`src/rtl/arpas_seq.sv`:
```
// arpas_seq: sequencer for the arpaspast timing datapath.
// Captures three element delays, shifts them LSB-first into timer channels
// A, B, C over the regdat/regclk/regsla/regslb port, then holds pdorun for
// max(delay)+PULSE cycles and pulses done on the final run cycle.
// Optional feature macro: ARPAS_SEQ_REPEAT_EN adds a GAP state that re-fires
// the array without reloading while start stays high.
module arpas_seq #(
  parameter int unsigned DW      = 13,
  parameter int unsigned CLKDIV  = 4,
  parameter int unsigned PULSE   = 16,
  parameter int unsigned REP_GAP = 32
) (
  input  logic          sysclk,
  input  logic          rstall_n,
  input  logic          start,
  input  logic [DW-1:0] dly_a,
  input  logic [DW-1:0] dly_b,
  input  logic [DW-1:0] dly_c,
  output logic          busy,
  output logic          done,
  output logic          regdat,
  output logic          regclk,
  output logic          regsla,
  output logic          regslb,
  output logic          rstall,
  output logic          pdorun
);

  localparam int unsigned BW = (DW > 1) ? $clog2(DW) : 1;
  localparam int unsigned CW = (CLKDIV > 1) ? $clog2(CLKDIV) : 1;
  localparam int unsigned RW = DW + 1;
  localparam logic [BW-1:0] BIT_LAST = BW'(DW - 1);
  localparam logic [CW-1:0] DIV_LAST = CW'(CLKDIV - 1);
  localparam logic [RW-1:0] PULSE_W  = RW'(PULSE);

  // Reject configurations that would make the strobe, pulse or gap vanish
  if (CLKDIV < 1 || PULSE < 1 || REP_GAP < 1) begin : g_bad_cfg
    $error("arpas_seq: CLKDIV, PULSE and REP_GAP must all be at least 1");
  end

`ifdef ARPAS_SEQ_REPEAT_EN
  localparam int unsigned GW = $clog2(REP_GAP + 1);
  localparam logic [GW-1:0] GAP_LAST = GW'(REP_GAP);
  typedef enum logic [1:0] {S_IDLE, S_LOAD, S_RUN, S_GAP} state_t;
  logic [GW-1:0] gap_cnt;
`else
  typedef enum logic [1:0] {S_IDLE, S_LOAD, S_RUN} state_t;
`endif

  state_t                 state;
  logic [2:0][DW-1:0]     shadow;   // [0]=A, [1]=B, [2]=C
  logic [1:0]             ch;
  logic [BW-1:0]          bitn;
  logic [CW-1:0]          div;
  logic [RW-1:0]          run_len;  // max delay + PULSE, cannot wrap in RW bits
  logic [RW-1:0]          run_cnt;  // 1-based index of the current run cycle

  // Unsigned maximum of the three captured delays
  function automatic logic [DW-1:0] max3(input logic [DW-1:0] a,
                                         input logic [DW-1:0] b,
                                         input logic [DW-1:0] c);
    logic [DW-1:0] m;
    m = (a > b) ? a : b;
    return (m > c) ? m : c;
  endfunction

  // Sequencer: state, counters and all registered outputs
  always_ff @(posedge sysclk or negedge rstall_n) begin
    if (!rstall_n) begin
      state   <= S_IDLE;
      shadow  <= '0;
      ch      <= '0;
      bitn    <= '0;
      div     <= '0;
      run_len <= '0;
      run_cnt <= '0;
`ifdef ARPAS_SEQ_REPEAT_EN
      gap_cnt <= '0;
`endif
      busy    <= 1'b0;
      done    <= 1'b0;
      regdat  <= 1'b0;
      regclk  <= 1'b0;
      regsla  <= 1'b1;
      regslb  <= 1'b1;
      rstall  <= 1'b1;
      pdorun  <= 1'b0;
    end else begin
      done <= 1'b0;
      case (state)
        S_IDLE: begin
          if (start) begin
            shadow  <= {dly_c, dly_b, dly_a};
            run_len <= RW'(max3(dly_a, dly_b, dly_c)) + PULSE_W;
            ch      <= '0;
            bitn    <= '0;
            div     <= '0;
            busy    <= 1'b1;
            rstall  <= 1'b0;
            regdat  <= dly_a[0];
            regsla  <= 1'b0;
            regslb  <= 1'b0;
            regclk  <= 1'b0;
            state   <= S_LOAD;
          end
        end

        S_LOAD: begin
          if (div != DIV_LAST) begin
            div <= div + CW'(1);
          end else begin
            div <= '0;
            if (!regclk) begin
              regclk <= 1'b1;
            end else begin
              // Data and select only move on the falling strobe edge
              regclk <= 1'b0;
              if (bitn != BIT_LAST) begin
                bitn   <= bitn + BW'(1);
                regdat <= shadow[ch][bitn + BW'(1)];
              end else if (ch != 2'd2) begin
                bitn   <= '0;
                ch     <= ch + 2'd1;
                regdat <= shadow[ch + 2'd1][0];
                regsla <= (ch == 2'd0);
                regslb <= (ch == 2'd1);
              end else begin
                bitn    <= '0;
                ch      <= '0;
                regdat  <= 1'b0;
                regsla  <= 1'b1;
                regslb  <= 1'b1;
                pdorun  <= 1'b1;
                run_cnt <= RW'(1);
                done    <= (run_len == RW'(1));
                state   <= S_RUN;
              end
            end
          end
        end

        S_RUN: begin
          if (run_cnt != run_len) begin
            run_cnt <= run_cnt + RW'(1);
            done    <= ((run_cnt + RW'(1)) == run_len);
          end else begin
            pdorun <= 1'b0;
            rstall <= 1'b1;
`ifdef ARPAS_SEQ_REPEAT_EN
            if (start) begin
              gap_cnt <= GW'(1);
              state   <= S_GAP;
            end else begin
              busy  <= 1'b0;
              state <= S_IDLE;
            end
`else
            busy  <= 1'b0;
            state <= S_IDLE;
`endif
          end
        end

`ifdef ARPAS_SEQ_REPEAT_EN
        S_GAP: begin
          if (gap_cnt != GAP_LAST) begin
            gap_cnt <= gap_cnt + GW'(1);
          end else if (start) begin
            rstall  <= 1'b0;
            pdorun  <= 1'b1;
            run_cnt <= RW'(1);
            done    <= (run_len == RW'(1));
            state   <= S_RUN;
          end else begin
            busy  <= 1'b0;
            state <= S_IDLE;
          end
        end
`endif

        default: begin
          busy   <= 1'b0;
          rstall <= 1'b1;
          pdorun <= 1'b0;
          state  <= S_IDLE;
        end
      endcase
    end
  end

endmodule

```
`config.mk`:
```
export PLATFORM = sky130hd
export DESIGN_NAME = arpas_seq
export DESIGN_NICKNAME = d
export VERILOG_FILES = /design/src/rtl/arpas_seq.sv
export SDC_FILE = /design/constraint.sdc
export NUM_CORES = 1
export LEC_CHECK = 0
export CAP_MARGIN = 5
export CORE_ASPECT_RATIO = 1.5
export CORE_MARGIN = 1
export CORE_UTILIZATION = 37
export DETAILED_ROUTE_END_ITERATION = 7
export GPL_TIMING_DRIVEN = 0
export PLACE_DENSITY = 0.61
export SYNTH_ARGS = -nofsm -noshare
export SYNTH_HDL_FRONTEND = slang
export SYNTH_SLANG_ARGS = --single-unit
```
`constraint.sdc`:
```
create_clock -name sysclk -period 6.7 [get_ports sysclk]
set_input_delay 1.34 -clock sysclk [delete_from_list [all_inputs] [get_ports sysclk]]
set_output_delay 1.34 -clock sysclk [all_outputs]
set_load 0.05 [all_outputs]
```
## Word-level counts from Yosys, hierarchy flattened

Cells that the tools add are included.

- Reductions and logical operators: 13
- Mux-type cells: 70
- Bitwise logic cells: 2
- Order comparisons: 5
- Eq/ne operators: 16
- Add/subtract/negate cells: 5

Operators with widths:

| cell | number |
|---|---|
| $mux 14 | 5 |
| $bmux 13 s2 | 2 |
| $mux 13 | 3 |
| $mux 1 | 30 |
| $pmux 14 s2 | 1 |
| $gt 13x13->1 | 2 |
| $mux 2 | 12 |
| $ne 2x2->1 const B | 9 |
| $reduce_and 6->1 | 3 |
| $mux 4 | 4 |
| $add 13x5->14 const B | 1 |
| $add 14x1->14 const B | 1 |
| $eq 14x1->1 const B | 1 |
| $eq 14x14->1 | 1 |
| $ne 14x14->1 | 1 |
| $pmux 1 s2 | 5 |
| $pmux 1 s3 | 3 |
| $pmux 2 s2 | 2 |
| $pmux 4 s2 | 1 |
| $lt 2x3->1 const B | 2 |
| $pmux 2 s3 | 1 |
| $reduce_and 3->1 | 2 |
| $lt 4x5->1 const B | 1 |
| $reduce_and 5->1 | 1 |
| 11 further kinds | 17 |

- Output and inout bits: 8
- Word-level logic and storage cells: 128
- Input bits: 42
- Bits in registers: 85

## Depth between registers and ports, before layout

- Depth after elaboration: 8
- Gate-level depth with buffers: 21

## Worst setup path before layout

No wires, ideal clock.

- Path kind: input port to flip-flop
- Start point: input port dly_b[4]
- End point: register run_len[10]
- Arrival: 5,331 ps
- Stages: 20
- Slack: 1,266 ps
- Required time: 6,596 ps
- Path buffers: 1
- Setup time: 104 ps
- Cell sequence: inv_1 ha_1 nand4_1 o221ai_2 a221oi_4 nor2_2 clkbuf_1 o21ai_0 ha_1 nand4_1 or3_4 or2_4 a21oi_4 a31oi_1 ha_1 nand2_1 nor2_1 xnor2_1 or3_1 o311ai_1

- Cells in the longest elaborated chain, start to end: 5

Ends and longest elaborated chain:

| item | line | source |
|---|---|---|
| start: declaration | 17 | `input logic [DW-1:0] dly_b,` |
| $gt 13x13->1 | 63 | `m = (a > b) ? a : b;` |
| $mux 13 (*) | 63 |  |
| $gt 13x13->1 | 64 | `return (m > c) ? m : c;` |
| $mux 13 (*) | 64 |  |
| $add 13x5->14 (*) | 94 | `run_len <= RW'(max3(dly_a, dly_b, dly_c)) + PULSE_W;` |
| end signal: assignment | 94 |  |
| end: declaration | 55 | `logic [RW-1:0] run_len;` |

Every way passes the cells marked *; elsewhere a longest branch is shown, timed or not.
A chain may end at the register's enable or synchronous reset.

## Worst setup path after layout

Same ends and word-level chain as after synthesis.

==> reports/results.txt <==
Status = finished, final reports clean
Startpoint types = input port
CP startpoint = dly_b[4]
Placed Area = 6560 sq um
IO Pins = 50
Clock Latency Late Sink = 0.35 ns
Clk pwr share = 0.406
H-tree depth = 3
Post-Synthesis Cell Area = 5810 sq um
Cell count along the critical path = 21
Max Clk Rate = 0.158 GHz
WP buf/inv = 3
CP Data Arrival Time = 6.57 ns
Setup Skew = 0.0122 ns
Vias in the first global route = 5068
Worst reg2reg path endpoint = run_cnt[5]$_DFFE_PN0P_
Worst Hold Class = reg2reg
Element type at the critical path end = register
Final instance area = 6880 sq um
Post-layout util = 0.453
Mapped Nets = 723
Initial antenna violation count = 0
First-pass GRT wire length = 25800 um
Leak Pwr = 3.00 nW
RSZ-0062 raised after global routing = false
Main synth FF type = dfrtp_1
Row Count = 55
Commonest cells post-synth = 92 x nand2_1, 82 x dfrtp_1, 61 x o21ai_0
N_diodes = 0
Comb power frac = 0.183
Worst Path Required = 6.93 ns
TritonRoute pass-1 iters = 5
Setup TNS = 0 ns
Sequential share of power = 0.411
Critical Path Fanout Max = 10
Setup bufs post-CTS = 0
Register area share after synthesis = 0.367
YS warnings = 0
Setup crit end = run_len[10]$_DFFE_PN0P_
Pins Over Slew Limit = 0
DRC errors left = 0
Most frequent cell after synthesis = nand2_1
Final hold vios = 0
Root Buffer = clkbuf_16
Maxcap violations = 0
DRT iter0 DRCs = 243
Total Die Area = 16200 sq um
Setup-failing EPs final = 0
P_int = 869 uW
Power Dens Cells = 181 nW/um^2
Synth async-reset ratio = 1.00
Net Sw Frac = 0.303
Placer Congestion = 0.893
WS Path Type = in2reg
CP max-delay cell = clkdlybuf4s50_1
CP dominant cell by count = ha_1
Core box area = 15200 sq um
HPWL Detailed = 12800 um
WL/cell = 17.5 um
Unique masters post-synth = 64
Layout fillers = 1450
Period utilisation layout = 0.945
Antenna-violating nets left = 0
Cells after synthesis = 644
Layout cells sized above 1 = 0.102
Post-synth EDFFs = 0
Crit path largest cell delay = 0.49 ns
Multi-input gate area = 3410 sq um
Syn Area/Cell = 9.02 sq um
Die X = 104 um
Slew HR = 0.472
Pin count of the biggest net entering global routing = 47
Post-synth top area share = 0.353
Peak VDD IR = 0.104 mV
CTS sink cnt = 85
Worst R2R Setup Slack = 3.19 ns
Reg clk slew, reported paths = 0.07 ns
Initial core utilization = 0.382
Routed WL = 15900 um
Via count = 5033
Clock buffer depth = 2
Top Family by Delay on Critical Path = simple AND/OR/NAND/NOR gates
Worst-Margin Slew = 0.785 ns
Flops & latches, synth = 85
Reg2Reg Depth = 12
Final Net Count = 783
Yosys top cell by area = dfrtp_1
Minimum period implied by the final worst setup slack = 6.33 ns
Total track usage = 0.205
CTS buffer count = 9
Global route total overflow = 0
CTS tree = built
Ranking of synthesized cells by area = dfrtp_1 35%, ha_1 8.0%, nand2_1 5.9%
Vias per cell = 5.54
P&R area growth vs syn = 18.5%
Die Ht = 155 um
Critical R2R Launch = bitn[0]$_DFFE_PN0P_
NetSw = 378 uW
Crit path cell chain = clkdlybuf4s50_1 > inv_1 > ha_1 > nand4_1 > o221ai_2 > a221oi_4 > nor2_4 > clkbuf_1 > o21ai_0 > ha_1 > nand4_1 > or3_4 > or2_4 > a21oi_4 > a31oi_2 > ha_1 > nand2_1 > nor2_1 > xnor2_1 > or3_1 > o311ai_1
Register area = 2130 sq um
Port Buffer Count = 48
==> registers in the layout, indices dropped and copies added (netlist names), 2 cells and up <==
signal and flops:
run_len 14, bitn 4, ch 2, div 2, shadow 39, state 2, run_cnt 14
==> tightest hold or removal path, stage by stage, from the launching register on <==
cell and delay, ns:
dfrtp_1 0.34, nand2_1 0.04, o21ai_0 0.06
==> cells in the final DEF (no fill, tap or decap), types with 3 or more instances in the layout <==
cell type,n
a211oi_1,3
a21o_1,4
a21oi_1,33
a22o_1,7
a31oi_1,5
a32o_1,3
and2_1,3
clkbuf_1,27
clkbuf_16,9
clkdlybuf4s50_1,47
dfrtp_1,82
dfstp_2,3
ha_1,37
inv_1,41
inv_8,3
mux2_2,17
mux2i_1,9
mux4_2,9
nand2_1,92
nand3_1,30
nand4_1,8
nor2_1,38
nor2b_1,5
nor3_1,10
nor4_1,5
o2111ai_1,4
o21ai_0,61
o21ai_1,9
o22ai_1,5
o31ai_1,4
or3_1,4
xnor2_1,27
xor2_1,11
==> metrics by stage <==
step	worst slack [ns]	total power [mW]	instances	hold WS (ns)
after CTS	0.148	1.26	908	0.486
after detailed placement	-0.226	0.747	892	0.469
after global routing	0.0874	1.30	908	0.513
after floorplan	1.27	0.659	644	0.445
after global placement	-0.136	0.741	891	0.457
final	0.366	1.25	908	0.480
==> routing by layer <==
metal / track usage / vias up / share of wire / routed length (um)
li1: - / 2410 / - / -
met1: 0.233 / 2459 / 0.41 / 6520
met2: 0.380 / 135 / 0.53 / 8340
met3: 0.0281 / 29 / 0.036 / 570
met4: 0.0857 / 0 / 0.028 / 446
met5: 0 / - / 0 / 0
==> cells by family (layout without fill, tap and decap cells) <==
group / count (synthesis) / after routing / synth area share
buf+inv: 72 / 137 / 0.0485
xor+xnor: 38 / 38 / 0.0573
mux: 36 / 36 / 0.0860
fa+ha+maj: 37 / 37 / 0.0797
compound gates: 160 / 160 / 0.182
simple gates: 216 / 216 / 0.180
flops: 85 / 85 / 0.367
==> final cells by class <==
| cell class | count | area share |
|---|---|---|
| multi-input combinational | 487 | 0.495 |
| tap | 199 | 0.0362 |
| clock buffer | 9 | 0.0327 |
| sequential | 85 | 0.310 |
| clock inverter | 7 | 0.0122 |
| buffer | 31 | 0.0185 |
| timing repair buffer | 49 | 0.0734 |
| inverter | 41 | 0.0224 |
==> power by group through the flow <==
stage / clock network [mW] / registers (mW) / logic [mW]
global route: 0.540 / 0.513 / 0.248
finish: 0.506 / 0.513 / 0.228
global placement: 0 / 0.523 / 0.218
floorplan: 0 / 0.523 / 0.137
detailed placement: 0 / 0.523 / 0.224
CTS: 0.523 / 0.513 / 0.225
==> what timing repair did <==
action / in CTS / in global routing
setup endpoints to repair: 0 / 3
gates resized for setup: 0 / 2
hold buffers: 0 / 0
hold endpoints to repair: 0 / 0
==> worst min path at each step <==
stage / start / to / slack, ns / cells past startpoint
after detailed placement: regdat$_DFFE_PN0P_ / regdat$_DFFE_PN0P_ / 0.47 / 2
final: regdat$_DFFE_PN0P_ / regdat$_DFFE_PN0P_ / 0.48 / 2
after global placement: shadow[16]$_DFFE_PN0P_ / shadow[16]$_DFFE_PN0P_ / 0.46 / 2
after floorplan: shadow[20]$_DFFE_PN0P_ / shadow[20]$_DFFE_PN0P_ / 0.44 / 2
after CTS: regdat$_DFFE_PN0P_ / regdat$_DFFE_PN0P_ / 0.49 / 2
after global routing: shadow[15]$_DFFE_PN0P_ / shadow[15]$_DFFE_PN0P_ / 0.51 / 2
Power figures use the tool's default switching activity.
